<file path="src/rtl/mem_access.sv">
`default_nettype none
// ============================================================================
// mem_access : memory-access / retire stage (loads, stores, writeback, fetch
//              redirect). Define CALL_STACK_EN to build the CALL/RET stack.
// Revision   : 1.0
// ============================================================================
module mem_access #(
  parameter int STACK_DEPTH = 8
) (
  input  logic        CLK,
  input  logic        RST,
  input  logic        IN_VALID,
  input  logic [31:0] ALU_IN,
  input  logic [4:0]  OPCD_IN,
  input  logic [4:0]  ADDR_REG_IN,
  input  logic        OPT_BIT_IN,
  input  logic        COND_IN,
  input  logic [15:0] NPC_IN,
  input  logic [15:0] STORE_DATA,
  output logic        BUSY,
  output logic        MEM_REQ,
  output logic        MEM_WE,
  output logic [15:0] MEM_ADDR,
  output logic [15:0] MEM_WDATA,
  input  logic [15:0] MEM_RDATA,
  input  logic        MEM_ACK,
  output logic        WB_EN,
  output logic [4:0]  WB_ADDR,
  output logic [15:0] WB_DATA,
  output logic        PC_LOAD,
  output logic [15:0] PC_TARGET,
  output logic        DONE,
  output logic        STACK_ERR,
  output logic [2:0]  ESTADO
);

  typedef enum logic [2:0] {
    IDLE      = 3'd0,
    DISPATCH  = 3'd1,
    MEM_RD    = 3'd2,
    MEM_WR    = 3'd3,
    WRITEBACK = 3'd4,
    REDIRECT  = 3'd5,
    FINISH    = 3'd6
  } state_t;

  localparam logic [4:0] OP_LW   = 5'd0;
  localparam logic [4:0] OP_SW   = 5'd1;
  localparam logic [4:0] OP_ADD  = 5'd2;
  localparam logic [4:0] OP_SUB  = 5'd3;
  localparam logic [4:0] OP_MUL  = 5'd4;
  localparam logic [4:0] OP_DIV  = 5'd5;
  localparam logic [4:0] OP_AND  = 5'd6;
  localparam logic [4:0] OP_OR   = 5'd7;
  localparam logic [4:0] OP_NOT  = 5'd9;
  localparam logic [4:0] OP_JR   = 5'd10;
  localparam logic [4:0] OP_JPC  = 5'd11;
  localparam logic [4:0] OP_BRLF = 5'd12;
  localparam logic [4:0] OP_CALL = 5'd13;
  localparam logic [4:0] OP_RET  = 5'd14;

  state_t      state_q, state_d;
  logic [15:0] alu_q, alu_d;
  logic [4:0]  opcd_q, opcd_d;
  logic [4:0]  addr_q, addr_d;
  logic        opt_q, opt_d;
  logic        cond_q, cond_d;
  logic [15:0] npc_q, npc_d;
  logic [15:0] sdata_q, sdata_d;

  logic        busy_q, busy_d;
  logic        mem_req_q, mem_req_d;
  logic        mem_we_q, mem_we_d;
  logic [15:0] mem_addr_q, mem_addr_d;
  logic [15:0] mem_wdata_q, mem_wdata_d;
  logic        wb_en_q, wb_en_d;
  logic [4:0]  wb_addr_q, wb_addr_d;
  logic [15:0] wb_data_q, wb_data_d;
  logic        pc_load_q, pc_load_d;
  logic [15:0] pc_target_q, pc_target_d;
  logic        done_q, done_d;

`ifdef CALL_STACK_EN
  localparam int SPW = $clog2(STACK_DEPTH) + 1;
  localparam logic [SPW-1:0] SP_FULL = SPW'(STACK_DEPTH);

  logic [SPW-1:0] sp_q, sp_d;
  logic [SPW-1:0] sp_dec;
  logic           stack_err_q, stack_err_d;
  logic           push_en;
  logic [15:0]    stack_q [STACK_DEPTH];
  logic [15:0]    stack_d [STACK_DEPTH];

  assign sp_dec = sp_q - SPW'(1);

  always_comb begin
    stack_d = stack_q;
    if (push_en) stack_d[sp_q[SPW-2:0]] = npc_q;
  end
`endif

  always_comb begin
    state_d     = state_q;
    alu_d       = alu_q;
    opcd_d      = opcd_q;
    addr_d      = addr_q;
    opt_d       = opt_q;
    cond_d      = cond_q;
    npc_d       = npc_q;
    sdata_d     = sdata_q;
    mem_req_d   = 1'b0;
    mem_we_d    = 1'b0;
    mem_addr_d  = '0;
    mem_wdata_d = '0;
    wb_en_d     = 1'b0;
    wb_addr_d   = '0;
    wb_data_d   = '0;
    pc_load_d   = 1'b0;
    pc_target_d = '0;
    done_d      = 1'b0;
`ifdef CALL_STACK_EN
    sp_d        = sp_q;
    stack_err_d = stack_err_q;
    push_en     = 1'b0;
`endif

    case (state_q)
      IDLE: begin
        if (IN_VALID) begin
          alu_d   = ALU_IN[15:0];
          opcd_d  = OPCD_IN;
          addr_d  = ADDR_REG_IN;
          opt_d   = OPT_BIT_IN;
          npc_d   = NPC_IN;
          sdata_d = STORE_DATA;
          state_d = DISPATCH;
        end
      end
      DISPATCH: begin
        cond_d = COND_IN;
        case (opcd_q)
          OP_LW: state_d = MEM_RD;
          OP_SW: state_d = MEM_WR;
          OP_ADD, OP_SUB, OP_MUL, OP_DIV, OP_AND, OP_OR, OP_NOT: begin
            state_d   = WRITEBACK;
            wb_data_d = alu_q;
          end
          OP_JR, OP_JPC, OP_BRLF: begin
            if (COND_IN) begin
              state_d     = REDIRECT;
              pc_target_d = alu_q;
            end else begin
              state_d = FINISH;
            end
          end
`ifdef CALL_STACK_EN
          OP_CALL: begin
            // A full stack drops the push but the call still redirects.
            state_d     = REDIRECT;
            pc_target_d = alu_q;
            if (sp_q == SP_FULL) begin
              stack_err_d = 1'b1;
            end else begin
              push_en = 1'b1;
              sp_d    = sp_q + SPW'(1);
            end
          end
          OP_RET: begin
            state_d = REDIRECT;
            if (sp_q == '0) begin
              stack_err_d = 1'b1;
            end else begin
              sp_d        = sp_dec;
              pc_target_d = stack_q[sp_dec[SPW-2:0]];
            end
          end
`else
          OP_CALL: begin
            state_d     = REDIRECT;
            pc_target_d = alu_q;
          end
          OP_RET: state_d = FINISH;
`endif
          default: state_d = FINISH;
        endcase
      end
      MEM_RD: begin
        if (MEM_ACK) begin
          state_d   = WRITEBACK;
          wb_data_d = MEM_RDATA;
        end
      end
      MEM_WR: begin
        if (MEM_ACK) state_d = FINISH;
      end
      WRITEBACK, REDIRECT, FINISH: state_d = IDLE;
      default: state_d = IDLE;
    endcase

    // Moore outputs are decoded from the state being entered so they register with it.
    busy_d = (state_d != IDLE);
    case (state_d)
      MEM_RD: begin
        mem_req_d  = 1'b1;
        mem_addr_d = alu_q;
      end
      MEM_WR: begin
        mem_req_d   = 1'b1;
        mem_we_d    = 1'b1;
        mem_addr_d  = alu_q;
        mem_wdata_d = sdata_q;
      end
      WRITEBACK: begin
        wb_en_d   = 1'b1;
        wb_addr_d = addr_q;
        done_d    = 1'b1;
      end
      REDIRECT: begin
        pc_load_d = 1'b1;
        done_d    = 1'b1;
      end
      FINISH:  done_d = 1'b1;
      default: ;
    endcase
  end

  always_ff @(posedge CLK or negedge RST) begin
    if (!RST) begin
      state_q     <= IDLE;
      alu_q       <= '0;
      opcd_q      <= '0;
      addr_q      <= '0;
      opt_q       <= 1'b0;
      cond_q      <= 1'b0;
      npc_q       <= '0;
      sdata_q     <= '0;
      busy_q      <= 1'b0;
      mem_req_q   <= 1'b0;
      mem_we_q    <= 1'b0;
      mem_addr_q  <= '0;
      mem_wdata_q <= '0;
      wb_en_q     <= 1'b0;
      wb_addr_q   <= '0;
      wb_data_q   <= '0;
      pc_load_q   <= 1'b0;
      pc_target_q <= '0;
      done_q      <= 1'b0;
`ifdef CALL_STACK_EN
      sp_q        <= '0;
      stack_err_q <= 1'b0;
      for (int i = 0; i < STACK_DEPTH; i++) stack_q[i] <= '0;
`endif
    end else begin
      state_q     <= state_d;
      alu_q       <= alu_d;
      opcd_q      <= opcd_d;
      addr_q      <= addr_d;
      opt_q       <= opt_d;
      cond_q      <= cond_d;
      npc_q       <= npc_d;
      sdata_q     <= sdata_d;
      busy_q      <= busy_d;
      mem_req_q   <= mem_req_d;
      mem_we_q    <= mem_we_d;
      mem_addr_q  <= mem_addr_d;
      mem_wdata_q <= mem_wdata_d;
      wb_en_q     <= wb_en_d;
      wb_addr_q   <= wb_addr_d;
      wb_data_q   <= wb_data_d;
      pc_load_q   <= pc_load_d;
      pc_target_q <= pc_target_d;
      done_q      <= done_d;
`ifdef CALL_STACK_EN
      sp_q        <= sp_d;
      stack_err_q <= stack_err_d;
      stack_q     <= stack_d;
`endif
    end
  end

  assign BUSY      = busy_q;
  assign MEM_REQ   = mem_req_q;
  assign MEM_WE    = mem_we_q;
  assign MEM_ADDR  = mem_addr_q;
  assign MEM_WDATA = mem_wdata_q;
  assign WB_EN     = wb_en_q;
  assign WB_ADDR   = wb_addr_q;
  assign WB_DATA   = wb_data_q;
  assign PC_LOAD   = pc_load_q;
  assign PC_TARGET = pc_target_q;
  assign DONE      = done_q;
  assign ESTADO    = state_q;
`ifdef CALL_STACK_EN
  assign STACK_ERR = stack_err_q;
`else
  assign STACK_ERR = 1'b0;
`endif

  // Debug-only latches and the unused upper ALU half.
  logic unused_bits;
  assign unused_bits = &{1'b0, ALU_IN[31:16], opt_q, cond_q, npc_q, (STACK_DEPTH > 0)};

endmodule
`default_nettype wire

</file>
<file path="config.mk">
export PLATFORM = sky130hd
export DESIGN_NAME = mem_access
export DESIGN_NICKNAME = d
export VERILOG_FILES = /design/src/rtl/mem_access.sv
export SDC_FILE = /design/constraint.sdc
export NUM_CORES = 1
export LEC_CHECK = 0
export BUFFER_PORTS_ARGS = -buffer_cell sky130_fd_sc_hd__buf_2
export CAP_MARGIN = 20
export CELL_PAD_IN_SITES_DETAIL_PLACEMENT = 0
export CELL_PAD_IN_SITES_GLOBAL_PLACEMENT = 1
export CORE_UTILIZATION = 41
export DETAILED_ROUTE_END_ITERATION = 10
export GPL_TIMING_DRIVEN = 0
export PLACE_DENSITY = 0.89
export SLEW_MARGIN = 20
export SYNTH_ARGS = -nofsm -noshare
export SYNTH_HDL_FRONTEND = slang
export SYNTH_SLANG_ARGS = --single-unit
</file>
<file path="constraint.sdc">
create_clock -name CLK -period 4.5 [get_ports CLK]
set_input_delay 0.225 -clock CLK [delete_from_list [all_inputs] [get_ports CLK]]
set_output_delay 0.225 -clock CLK [all_outputs]
set_load 0.01 [all_outputs]
</file>
-- After elaboration in Yosys (flattened, before gate mapping)
Index checks and enable logic that the tools add are counted.
- bits in registers: 120
- output and inout bits: 79
- equality and inequality tests: 20
- muxes and demuxes: 20
- reduce and logical (&&, ||, !) cells: 8
- operators with widths (kind ; number):
    two-way mux 16 bit ; 6
    one-hot mux 16 bit (2 select lines) ; 2
    equality test 5 x 4 -> 1 bit (second input constant) ; 5
    equality test 5 x 3 -> 1 bit (second input constant) ; 4
    one-hot mux 3 bit (5 select lines) ; 1
    equality test 3 x 2 -> 1 bit (second input constant) ; 4
    one-hot mux 3 bit (4 select lines) ; 1
    equality test 5 x 2 -> 1 bit (second input constant) ; 2
    equality test 3 bit (second input constant) ; 3
    two-way mux 3 bit ; 3
    OR reduction 7 bit ; 1
    OR reduction 3 bit ; 2
    equality test 5 x 1 -> 1 bit (second input constant) ; 1
    logical NOT 5 bit ; 1
    two-way mux 1 bit ; 5
    two-way mux 5 bit ; 1
    equality test 3 x 1 -> 1 bit (second input constant) ; 1
    logical NOT 3 bit ; 1
    nonzero test 3 bit ; 1
    two-way mux 2 bit ; 1
    AND reduction 2 bit ; 1
    OR reduction 2 bit ; 1

-- Logic depth before layout (Yosys ltp)
Gate-level depths: netlist (run 1).
- word-level depth: 7
- depth in mapped cells: 7

-- Worst setup path before layout (run 1)
Ideal clock, no wire load.
- path kind: register to register
- start point: reg state_q[2] (netlist: ESTADO[2])
- end point: reg mem_wdata_q[10] (netlist: MEM_WDATA[10])
- library setup time: 0.080 ns
- arrival: 1.753 ns
- slack: 2.668 ns
- stages on the path, launching flop included: 8
- buffers on the path: 2
- cells stage by stage: dfrtp_1 -> buf_2 -> nor4b_2 -> nand2_1 -> a21oi_4 -> a311oi_4 -> buf_6 -> nor3b_2
- word-level cells in the longest chain between the ends: 4
- elaborated cells on any way between the ends: 10
- classes of those cells: 4 x eq/ne; 5 x mux; 1 x reduce/logical
- RTL lines (item ; RTL line ; source):
    start, declared ; 62 ; state_t state_q, state_d;
    start signal, assigned ; 254 ; state_q <= state_d;
    equality test 3 x 2 -> 1 bit (tied with other cells) ; 127 ; case (state_q)
    one-hot mux 3 bit (4 select lines) * ; 127 ;
    equality test 3 x 2 -> 1 bit * ; 202 ; case (state_d)
    two-way mux 16 bit * ; 202 ;
    named net mem_wdata_d[10] ; 75 ; logic [15:0] mem_wdata_q, mem_wdata_d;
    end signal, assigned ; 266 ; mem_wdata_q <= mem_wdata_d;
    end, declared ; 75 ;
The timed path passes the listed nets; every way through them passes the cells marked *.
A chain may end at the register's enable or synchronous reset.

-- Worst setup path in the final report (run 1)
- start point: reg opcd_q[2]
- end point: reg mem_addr_q[6] (netlist: MEM_ADDR[6])
- word-level cells in the longest chain between the ends: 7
- elaborated cells on any way between the ends: 21
- classes of those cells: 14 x eq/ne; 3 x mux; 4 x reduce/logical
- RTL lines (item ; RTL line ; source):
    start, declared ; 64 ; logic [4:0] opcd_q, opcd_d;
    start signal, assigned ; 256 ; opcd_q <= opcd_d;
    equality test 5 x 2 -> 1 bit (tied with other cells) ; 141 ; case (opcd_q)
    OR reduction 7 bit / OR reduction 3 bit (equally long branches) ; 141 ;
    one-hot mux 3 bit (5 select lines) * ; 141 ;
    one-hot mux 3 bit (4 select lines) * ; 127 ;
    equality test 3 x 2 -> 1 bit ; 202 ;
    OR reduction 2 bit (no line) * ; -- ;
    two-way mux 16 bit * ; 202 ;
    named net mem_addr_d[6] ; 74 ; logic [15:0] mem_addr_q, mem_addr_d;
    end signal, assigned ; 265 ; mem_addr_q <= mem_addr_d;
    end, declared ; 74 ;
Marked as above.

==> results of run 1 <==
-- metal layers --
layer / track usage / up-vias
met4: 0.07344 / 0
met5: 0 / -
li1: - / 1441
met1: 0.2252 / 1506
met2: 0.3200 / 117
met3: 0.05937 / 16
-- stage by stage --
stage,worst slack [ps],utilization
floorplan,2668,-
global placement,1844,0.5090
detailed placement,2191,0.5123
CTS,2172,0.6282
global route,2129,0.6287
finish,2283,0.6287
-- sequential cells by signal, summed over array words and instances, names as in the netlist --
signal / flops
alu_q: 16
DONE: 1
WB_EN: 1
WB_ADDR: 5
BUSY: 1
ESTADO: 3
PC_LOAD: 1
MEM_WE: 1
WB_DATA: 16
MEM_REQ: 1
opcd_q: 5
MEM_WDATA: 16
PC_TARGET: 16
addr_q: 5
MEM_ADDR: 16
sdata_q: 16
-- Yosys cell counts (2+ instances only) --
| master | count |
|---|---|
| dfrtp_1 | 120 |
| mux2_2 | 41 |
| and2_1 | 32 |
| a22o_1 | 16 |
| nor3b_1 | 14 |
| buf_2 | 11 |
| nor2_1 | 8 |
| nor3b_2 | 8 |
| a21oi_1 | 5 |
| inv_1 | 4 |
| nand2_1 | 3 |
| nor2b_1 | 3 |
| clkbuf_1 | 2 |
| nand3b_1 | 2 |
| nor4b_2 | 2 |
| o21ai_0 | 2 |
-- cell usage in the layout (no fill, tap or decap), drive strengths merged, types with 2 or more instances in the layout --
| cell | synthesis | final |
|---|---|---|
| a21oi | 6 | 6 |
| a22o | 16 | 16 |
| and2 | 32 | 32 |
| buf | 13 | 154 |
| bufinv | 0 | 3 |
| clkbuf | 2 | 19 |
| clkinvlp | 0 | 5 |
| dfrtp | 120 | 120 |
| dlygate4sd3 | 0 | 59 |
| inv | 5 | 11 |
| mux2 | 41 | 41 |
| nand2 | 3 | 3 |
| nand3b | 2 | 2 |
| nor2 | 8 | 8 |
| nor2b | 3 | 3 |
| nor3b | 22 | 22 |
| nor4b | 2 | 2 |
| o21ai | 2 | 2 |
-- worst max-delay path, stage by stage (launching register included) --
cell and delay (ps):
dfrtp_1 440, or2_2 350, nor2_1 280, a31oi_1 130
nor2_1 470, buf_2 330, and2_1 160
-- power by group through the flow --
| stage | sequential [W] | combinational, W | clock, W |
|---|---|---|---|
| 2_1_floorplan | 0.00160 | 0.000659 | 0 |
| 3_3_place_gp | 0.00157 | 0.00101 | 0 |
| 3_5_place_dp | 0.00158 | 0.00105 | 0 |
| 4_1_cts | 0.00157 | 0.00110 | 0.00139 |
| 5_1_grt | 0.00161 | 0.00118 | 0.00145 |
| 6_report | 0.00157 | 0.00108 | 0.00137 |
-- logic make-up (layout without fill, tap and decap cells) --
kind of cell	after synthesis	count (layout)	synth area share
AND/OR/NAND/NOR	75	75	0.1216
multiplexers	41	41	0.1053
flip-flops	120	120	0.6849
buffers and inverters	20	252	0.02283
AO/OA/AOI/OAI	32	32	0.06450
other	1	1	0.0008553
-- cell type report --
class | instances | area, um2
Timing Repair Buffer | 200 | 1325
Clock inverter | 15 | 191.4
Clock buffer | 17 | 414.1
Tap cell | 136 | 170.2
Multi-Input combinational cell | 149 | 1286
Fill cell | 752 | 3834
Sequential cell | 120 | 3003
Buffer | 15 | 81.33
Inverter | 5 | 18.77
-- worst paths after layout --
| kind | start | to | depth (start not counted) |
|---|---|---|---|
| max | opcd_q[2] | MEM_ADDR[6] | 6 |
| min | MEM_ACK | DONE | 3 |
| max reg2reg | opcd_q[2] | MEM_ADDR[6] | 6 |
| min reg2reg | addr_q[4] | addr_q[4] | 1 |
| max in group asynchronous | RST | DONE | 3 |
| min in group asynchronous | RST | MEM_ADDR[1] | 2 |
-- repair_timing --
item / in CTS / in global routing
hold endpoints to repair: 109 / 0
gates resized for setup: 0 / 0
hold buffers: 59 / 0
==> metrics.md, run 1 <==
| Metric | Value |
|---|---|
| Max Root-Sink Buffers | `2` |
| Rel. slew slack | `0.4597` |
| Final instance area | `6490 um2` |
| Setup Buffers After CTS | `0` |
| Starting DRT DRC Count | `134` |
| Status | `completed` |
| Detailed Place HPWL | `6.288 mm` |
| R2R Setup Slk | `2280 ps` |
| Worst VDD drop | `approximately 0.00030 V` |
| Layout cells sized above 1 | `0.4702` |
| Yosys warns | `0` |
| Non-Filler Instances | `657` |
| Crit path capture type | `flop` |
| Critical Path AT | `2660 ps` |
| Highest metal used | `met4` |
| Avg Inst Size Synth | `approximately 15 um2` |
| Actual slew at the worst max-slew pin | `808.3 ps` |
| Total Power | `0.004013 W` |
| Post-synth top area share | `0.6849` |
| Met2 WL post-DR | `4.918 mm` |
| GPL Wtd Cong | `0.7222` |
| EDFF count, synth | `0` |
| Root Driver | `clkbuf_8` |
| Antenna violations before repair | `0` |
| Total Routed Length | `between 9 and 10 mm` |
| Total GRT Usage | `0.1893` |
| Drt first pass iters | `6` |
| Clk_skew | `13.52 ps` |
| Fin Setup TNS | `0 ps` |
| Vias in the first global route | `3162` |
| Num rows | `37` |
| CTS tree | `done` |
| CP Launch Type | `flop` |
| Worst-Skew Late Latency | `510 ps` |
| Dpl cells | `566` |
| FMAX | `451.1 MHz` |
| Hold slack | `about 76 ps` |
| Gate power share | `0.269` |
| Synth Net Count | `385` |
| Initial Util | `0.4247` |
| Ant diodes | `0` |
| Via/cell ratio | `4.688` |
| Synthesized area | `4384 um2` |
| Routed via count | `3080` |
| Main synth FF type | `dfrtp_1` |
| # setup viols final | `0` |
| Power per cell area | `618.4 nW/um2` |
| Final hold violation count | `0` |
| Tmin final | `between 2000 and 2500 ps` |
| Global-route wire length before repair | `15.70 mm` |
| Hold WC Path Type | `input port to flop` |
| DRC | `0` |
| Die area | `11110 um2` |
| Net Switching | `0.001230 W` |
| Seq/Total Area, Yosys | `0.6849` |
| Wl on met1 | `4.068 mm` |
| Cell Area, Placed | `between 5000 and 6000 um2` |
| Die W | `105.4 um` |
| Die Ht | `105.4 um` |
| H-tree depth | `4` |
| Largest net degree at the start of global routing | `70` |
| Clock-pin slew on the worst setup and hold paths | `60 ps` |
| Final Cycle Share | `0.4926` |
| Post-synthesis async set-or-reset flop share | `1.000` |
| Cell accounting for the most synthesized area | `dfrtp_1` |
| Max Cap Viol | `0` |
| Clock Power Share | `0.340` |
| Core Area | `10320 um2` |
| Yosys cell types | `32` |
| Seq pwr share | `0.391` |
| Switching Fraction | `0.3064` |
| Area contributors post-synth | `dfrtp_1, mux2_2, and2_1, a22o_1, nor3b_1` |
| PortBufs | `140` |
| Layout Nets | `roughly 600` |
| Cells after Synth | `289` |
| Leakage power | `3.283 nW` |
| Fin. max-slew vios | `0` |
| Met3 wire length | `600 um` |
| RSZ-0062 raised after global routing | `false` |
| Power Internal | `about 0.0028 W` |
| CP Class | `flop to flop` |
| Worst-path fanout max | `10` |
| Post-synthesis register bit count | `120` |
| Area growth syn-to-layout | `48.03%` |
| TritonCTS Buffers | `17` |
| Number of antenna-violating nets in the routed design | `0` |
| I/O pins | `175` |
| Routed WL per cell | `~15 um` |
| CP required | `4950 ps` |
| Clk sinks | `120` |
| Grt ovf | `0` |
Note: power is estimated with default switching activity, not from simulation.
==> run 2, diff against run 1 <==
--- a/config.mk
+++ b/config.mk
@@ -9,10 +9,10 @@
 export CAP_MARGIN = 20
 export CELL_PAD_IN_SITES_DETAIL_PLACEMENT = 0
 export CELL_PAD_IN_SITES_GLOBAL_PLACEMENT = 1
-export CORE_UTILIZATION = 41
+export CORE_UTILIZATION = 34
 export DETAILED_ROUTE_END_ITERATION = 10
 export GPL_TIMING_DRIVEN = 0
-export PLACE_DENSITY = 0.89
+export PLACE_DENSITY = 0.79
 export SLEW_MARGIN = 20
 export SYNTH_ARGS = -nofsm -noshare
 export SYNTH_HDL_FRONTEND = slang
==> constraint.sdc (replaced) <==
create_clock -name CLK -period 1.8 [get_ports CLK]
set_input_delay 0.09 -clock CLK [delete_from_list [all_inputs] [get_ports CLK]]
set_output_delay 0.09 -clock CLK [all_outputs]
set_load 0.01 [all_outputs]
==> run 2 against run 1 <==
Net effect:
- the run now ends with negative setup slack left
- clock-buffer cell count is 6 higher
- non-clock buffer count is 16 higher
- critical path depth increased by 1
- clock skew down 3.2 ps
- cell area grew 6.1%
- wire length is 5.1% higher
- combinational power increased to 3.0 times the previous value
- critical endpoint is now WB_ADDR[2]
- largest power group unchanged
==> metrics.md, run 2 (synthesis results as in run 1) <==
| Metric | Value |
|---|---|
| Global-route wire length before repair | `15.30 mm (-2.6%)` |
| Worst VDD drop | `0.0007855 V (+160%)` |
| Gate power share | `0.304 (+0.035)` |
| Layout cells sized above 1 | `0.5336 (+0.06333)` |
| Clk sinks | `120 (unchanged)` |
| Switching Fraction | `0.2896 (-0.01681)` |
| Initial Util | `0.3474 (-0.07726)` |
| Vias in the first global route | `3180 (+0.57%)` |
| Layout Nets | `620 (+2.6%)` |
| Seq pwr share | `0.368 (-0.023)` |
| Total Power | `0.01079 W (+170%)` |
| RSZ-0062 raised after global routing | `true` |
| Drt first pass iters | `6 (unchanged)` |
| Fill count | `1092 (+45%)` |
| Status | `complete, but fails checks` |
| Ant diodes | `0 (unchanged)` |
| Hold WC Path Type | `input port to flop` |
| Dpl ws | `-464.9 ps (-2656 ps)` |
| FMAX | `551.6 MHz (+22%)` |
| Num rows | `41 (+11%)` |
| DRC | `0 (unchanged)` |
| Total GRT Usage | `0.1580 (-0.03133)` |
| Most frequent cells in the layout | `buf_2, dfrtp_1, dlygate4sd3_1, mux2_2, and2_1` |
| Largest delay contributor family on the critical path | `compound AO/OA/AOI/OAI gates` |
| Die Ht | `115.6 um (+9.6%)` |
| Max Root-Sink Buffers | `2 (unchanged)` |
| Rel. slew slack | `0.6551 (+0.1953)` |
| Clock-pin slew on the worst setup and hold paths | `50 ps (about the same)` |
| Clock Power Share | `0.328 (-0.012)` |
| Routed via count | `3108 (+0.91%)` |
| Fin. max-slew vios | `0 (unchanged)` |
| Largest net degree at the start of global routing | `68 (-2.9%)` |
| Power Internal | `0.007667 W (+180%)` |
| Net Switching | `0.003125 W (+150%)` |
| GPL Wtd Cong | `0.7045 (-2.5%)` |
| Final worst slack | `-12.91 ps (-2296 ps)` |
| Worst-Skew Late Latency | `410 ps (-100 ps)` |
| H-tree depth | `4 (unchanged)` |
| CP Launch Type | `flop` |
| Starting DRT DRC Count | `108 (-19%)` |
| Clk_skew | `10.33 ps (-3.190 ps)` |
| Crit path capture type | `flop` |
| Critical Path AT | `2140 ps (-520 ps)` |
| CP required | `2130 ps (-2820 ps)` |
| CTS tree | `done` |
| Total Routed Length | `10.23 mm (+5.1%)` |
| TritonCTS Buffers | `17 (unchanged)` |
| Die area | `13350 um2 (+20%)` |
| Detailed Place HPWL | `6.495 mm (+3.3%)` |
| Max Cap Viol | `0 (unchanged)` |
| # setup viols final | `2 (+2)` |
| Grt ovf | `0 (unchanged)` |
| Core Area | `12620 um2 (+22%)` |
| Antenna violations before repair | `0 (unchanged)` |
| Root Driver | `clkbuf_16` |
| Die W | `115.6 um (+9.6%)` |
| Max incr delay on CP | `420 ps (-50 ps)` |
| Worst-path fanout max | `7 (-3)` |
| Number of antenna-violating nets in the routed design | `0 (unchanged)` |
| Power per cell area | `1568 nW/um2 (+150%)` |
| Most common cell after layout, fill and taps aside | `buf_2` |
| Tmin final | `1813 ps (-403.8 ps)` |
| Final hold violation count | `0 (unchanged)` |
| Area growth syn-to-layout | `57.02%` |
| Failing checks | `negative setup slack` |
| Actual slew at the worst max-slew pin | `510.9 ps (-297.4 ps)` |
| CP Class | `flop to flop` |
| PortBufs | `140 (unchanged)` |
| Final Cycle Share | `1.007 (+0.5146)` |
| I/O pins | `175 (unchanged)` |
| Worst path cell trace | `buf_6, nor2b_2, a21oi_2, nor2_2, a311oi_4, inv_2, nor3b_2` |
| Buffer and inverter count on the worst path | `2 (+1)` |
| Worst path slowest cell | `a311oi_4` |
| Via/cell ratio | `4.390 (-6.4%)` |
| Leakage power | `3.438 nW (+4.7%)` |
| Routed WL per cell | `14.45 um (-2.5%)` |
-- run 2: power groups by stage --
stage                     clock network (W)  logic [W]  registers, W
final                               0.00354    0.00328       0.00397
after global routing                0.00375    0.00357       0.00407
after CTS                           0.00361    0.00304       0.00394
after detailed placement                  0    0.00265       0.00398
after global placement                    0    0.00259       0.00393
after floorplan                           0    0.00168       0.00402
-- run 2: tightest hold or removal path, delay by kind of cell --
| family | cells | cell delay (ps) |
|---|---|---|
| buf+inv | 1 | 110 |
| compound gates | 1 | 100 |
| simple gates | 1 | 140 |
-- run 2: what timing repair did --
action / CTS / global route
gates cloned: 1 / 0
endpoints found under the hold margin: 111 / 0
endpoints found under the setup margin: 105 / 90
setup buffers: 10 / 5
resized for setup: 18 / 36
hold buffers: 59 / 0
pin swaps: 5 / 19
-- run 2: stage by stage --
stage            util  TNS [ps]  hold WS (ps)  cells  area, um2
5_1_grt        0.5455    -949.3         113.3    708       6884
4_1_cts        0.5328    -185.3         70.66    703       6724
3_3_place_gp   0.4214   -113110         309.4    601       5318
3_5_place_dp   0.4245    -22110         76.73    602       5356
6_report       0.5455    -24.16         87.88    708       6884
2_1_floorplan       -         0        -205.6    289       4402
-- run 2: final timing paths --
| path | startpoint | to | slack [ps] | depth (start not counted) |
|---|---|---|---|---|
| worst max-delay path | ESTADO[1] | WB_ADDR[2] | -10 | 7 |
| worst min-delay path | MEM_ACK | DONE | 90 | 3 |
| worst max register to register | ESTADO[1] | WB_ADDR[2] | -10 | 7 |
| worst min register to register | sdata_q[13] | sdata_q[13] | 500 | 1 |
| max in group asynchronous | RST | sdata_q[11] | 930 | 3 |
| min in group asynchronous | RST | PC_TARGET[3] | 210 | 2 |
-- run 2: layout make-up --
type                       count  area, um2  share of cell area
buffer                        15      130.1             0.01890
clock buffer                  23      488.0             0.07088
clock inverter                 8      142.6             0.02072
inverter                       5      18.77            0.002726
multi-input combinational    149       1421              0.2065
sequential                   120       3007              0.4367
tap                          172      215.2             0.03126
timing repair buffer         216       1461              0.2123
-- run 2: per-layer routing --
metal  vias up  global-route usage  part of all wire
li1       1468                   -                 -
met1      1519              0.1773              0.42
met2       106              0.2659              0.50
met3        15             0.05805             0.062
met4         0             0.07706             0.022
met5         -                   0                 0
==> run 3, diff against run 2 <==
--- a/config.mk
+++ b/config.mk
@@ -13,7 +13,8 @@
 export DETAILED_ROUTE_END_ITERATION = 10
 export GPL_TIMING_DRIVEN = 0
 export PLACE_DENSITY = 0.79
-export SLEW_MARGIN = 20
+export SLEW_MARGIN = 0
 export SYNTH_ARGS = -nofsm -noshare
 export SYNTH_HDL_FRONTEND = slang
 export SYNTH_SLANG_ARGS = --single-unit
+export TNS_END_PERCENT = 5
==> run 3 against run 2 <==
Net effect:
- the run still ends with negative setup slack left
- total power is 3.3% lower
- via count is 0.55% lower
- die area stayed put
- combinational power is 6.1% lower
- fmax is 0.68% higher
- worst setup slack better by 12 ps
- critical path depth is 1 lower
- final cell count is 0.99% lower
- sequential power hardly changed
- largest power group unchanged
==> metrics.md, run 3 (synthesis results as in run 1) <==
| Metric | Value |
|---|---|
| Crit path depth | `6 (-1)` |
| Reg-to-Reg Start | `opcd_q[2]` |
| Worst-path fanout max | `10 (+3)` |
| Die W | `115.6 um (unchanged)` |
| Seq pwr share | `0.379 (+0.011)` |
| Total Routed Length | `10.13 mm (-0.94%)` |
| Max incr delay on CP | `440 ps (+20 ps)` |
| Initial Util | `0.3474 (unchanged)` |
| Most common cell after layout, fill and taps aside | `buf_2` |
| Crit path capture type | `flop` |
| CP Capture Point | `MEM_WDATA[12]` |
| Clock Power Share | `0.325 (-0.003)` |
| DRC | `0 (unchanged)` |
| Fin. max-slew vios | `0 (unchanged)` |
| Clk_skew | `7.333 ps (-2.999 ps)` |
| Final hold violation count | `0 (unchanged)` |
| Die Ht | `115.6 um (unchanged)` |
| Worst Reg-to-Reg Cells | `6 (-1)` |
| CP Launch Type | `flop` |
| Final worst slack | `-0.6564 ps (+12.25 ps)` |
| Layout Nets | `613 (-1.1%)` |
| # setup viols final | `3 (+1)` |
| Core Area | `12620 um2 (unchanged)` |
| Crit path from | `opcd_q[2]` |
| PortBufs | `140 (unchanged)` |
| R2R Setup Slk | `-0.7 ps (about the same)` |
| Worst VDD drop | `0.0006827 V (-13%)` |
| FMAX | `555.4 MHz (+0.68%)` |
| I/O pins | `175 (unchanged)` |
| Largest net degree at the start of global routing | `67 (-1.5%)` |
| Max Root-Sink Buffers | `2 (unchanged)` |
| Net Switching | `0.003077 W (-1.5%)` |
| RSZ-0062 raised after global routing | `true` |
| Final instance area | `6753 um2 (-1.9%)` |
| CP required | `2130 ps (about the same)` |
| Antenna violations before repair | `0 (unchanged)` |
| H-tree depth | `4 (unchanged)` |
| Worst-Skew Late Latency | `410 ps (about the same)` |
| CP Class | `flop to flop` |
| Drt first pass iters | `6 (unchanged)` |
| Power per cell area | `1545 nW/um2 (-1.4%)` |
| Die area | `13350 um2 (unchanged)` |
| Dpl ws | `-522.3 ps (-57.39 ps)` |
| Total GRT Usage | `0.1621 (+0.004177)` |
| Via/cell ratio | `4.409 (+0.45%)` |
| Starting DRT DRC Count | `148 (+37%)` |
| Grt ovf | `0 (unchanged)` |
| Vias in the first global route | `3168 (-0.38%)` |
| Final Cycle Share | `1.000 (-0.006808)` |
| Largest delay contributor family on the critical path | `compound AO/OA/AOI/OAI gates` |
| TritonCTS Buffers | `17 (unchanged)` |
| Fin Setup TNS | `-0.8025 ps (+23.36 ps)` |
| Buffer and inverter count on the worst path | `2 (unchanged)` |
| Routed via count | `3091 (-0.55%)` |
| Total Power | `0.01043 W (-3.3%)` |
| Clk sinks | `120 (unchanged)` |
| Num rows | `41 (unchanged)` |
| Reg-to-Reg End | `MEM_WDATA[12]` |
| Worst path slowest cell | `dfrtp_2` |
| Rel. slew slack | `0.6627 (+0.007607)` |
| Ant diodes | `0 (unchanged)` |
| Leakage power | `3.371 nW (-1.9%)` |
| Global-route wire length before repair | `15.72 mm (+2.8%)` |
| Detailed Place HPWL | `6.416 mm (-1.2%)` |
| Failing checks | `negative setup slack` |
| Max Cap Viol | `0 (unchanged)` |
| Worst path cell trace | `or2_4, o2bb2ai_1, a211o_1, buf_4, buf_6, nor3b_2` |
| Status | `complete, but fails checks` |
| Routed WL per cell | `14.46 um (about the same)` |
| Area growth syn-to-layout | `54.02%` |
| Critical Path AT | `2130 ps (about the same)` |
| Cell Area, Placed | `5343 um2 (-0.26%)` |
| Power Internal | `0.007356 W (-4.1%)` |
| Most frequent cells in the layout | `buf_2, dfrtp_1, dlygate4sd3_1, mux2_2, and2_1` |
| Actual slew at the worst max-slew pin | `506.0 ps (-4.927 ps)` |
| CTS tree | `done` |
| Hold WC Path Type | `input port to flop` |
| Gate power share | `0.296 (-0.008)` |
| GPL Wtd Cong | `0.7768 (+10%)` |
| Tmin final | `1801 ps (-12.25 ps)` |
| Switching Fraction | `0.2949 (+0.005354)` |
| Number of antenna-violating nets in the routed design | `0 (unchanged)` |
| Layout cells sized above 1 | `0.5142 (-0.01940)` |
| Root Driver | `clkbuf_16` |
| Clock-pin slew on the worst setup and hold paths | `50 ps (about the same)` |
==> run 3: what timing repair did <==
action                                  4_1_cts  5_1_grt
hold buffers                                 59        0
endpoints found under the setup margin      110       67
buffers inserted                              6        3
resized for setup                            22       24
pin swaps                                     5        6
endpoints found under the hold margin       112        0
==> run 3: tightest hold or removal path, cell delays in order <==
cell,delay (ps)
buf_2,100
nand2_1,140
a21oi_1,90
==> run 3: layer usage <==
metal  vias to the layer above  share of wire  GRT usage
met3                        18          0.057    0.05753
met4                         0          0.020    0.07273
li1                       1451              -          -
met2                       103           0.50     0.2707
met5                         -              0          0
met1                      1519           0.42     0.1878
==> run 3: per-stage QoR <==
stage                     utilization  std cells  hold WS (ps)
final                          0.5351        701         65.52
after floorplan                     -        289        -205.6
after CTS                      0.5271        698         41.61
after detailed placement       0.4234        602         78.19
after global placement         0.4207        601         305.6
after global routing           0.5351        701         85.23
==> run 3: how the worst min path moves through the flow <==
stage,startpoint,depth (start not counted),slack (ps),end
after global placement,OPCD_IN[1],3,310,opcd_q[1]
after detailed placement,RST,1,80,WB_DATA[5]
after floorplan,RST,0,-210,BUSY
final,MEM_ACK,3,70,DONE
after CTS,MEM_ACK,3,40,DONE
after global routing,MEM_ACK,3,90,DONE
==> run 3: area by class of cell <==
class | count | area, um2
fillers | 1112 | 5867
flip-flops and latches | 120 | 3007
repair buffers | 209 | 1396
multi-input cells | 149 | 1395
clock buffers | 23 | 478.0
well taps | 172 | 215.2
plain buffers | 15 | 122.6
clock inverters | 8 | 120.1
inverters | 5 | 18.77
==> run 3: power groups by stage <==
stage | sequential [W] | clock, W | combinational [W]
finish | 0.00396 | 0.00339 | 0.00308
global route | 0.00407 | 0.00358 | 0.00337
CTS | 0.00396 | 0.00347 | 0.00295
detailed placement | 0.00398 | 0 | 0.00263
global placement | 0.00394 | 0 | 0.00256
floorplan | 0.00402 | 0 | 0.00166
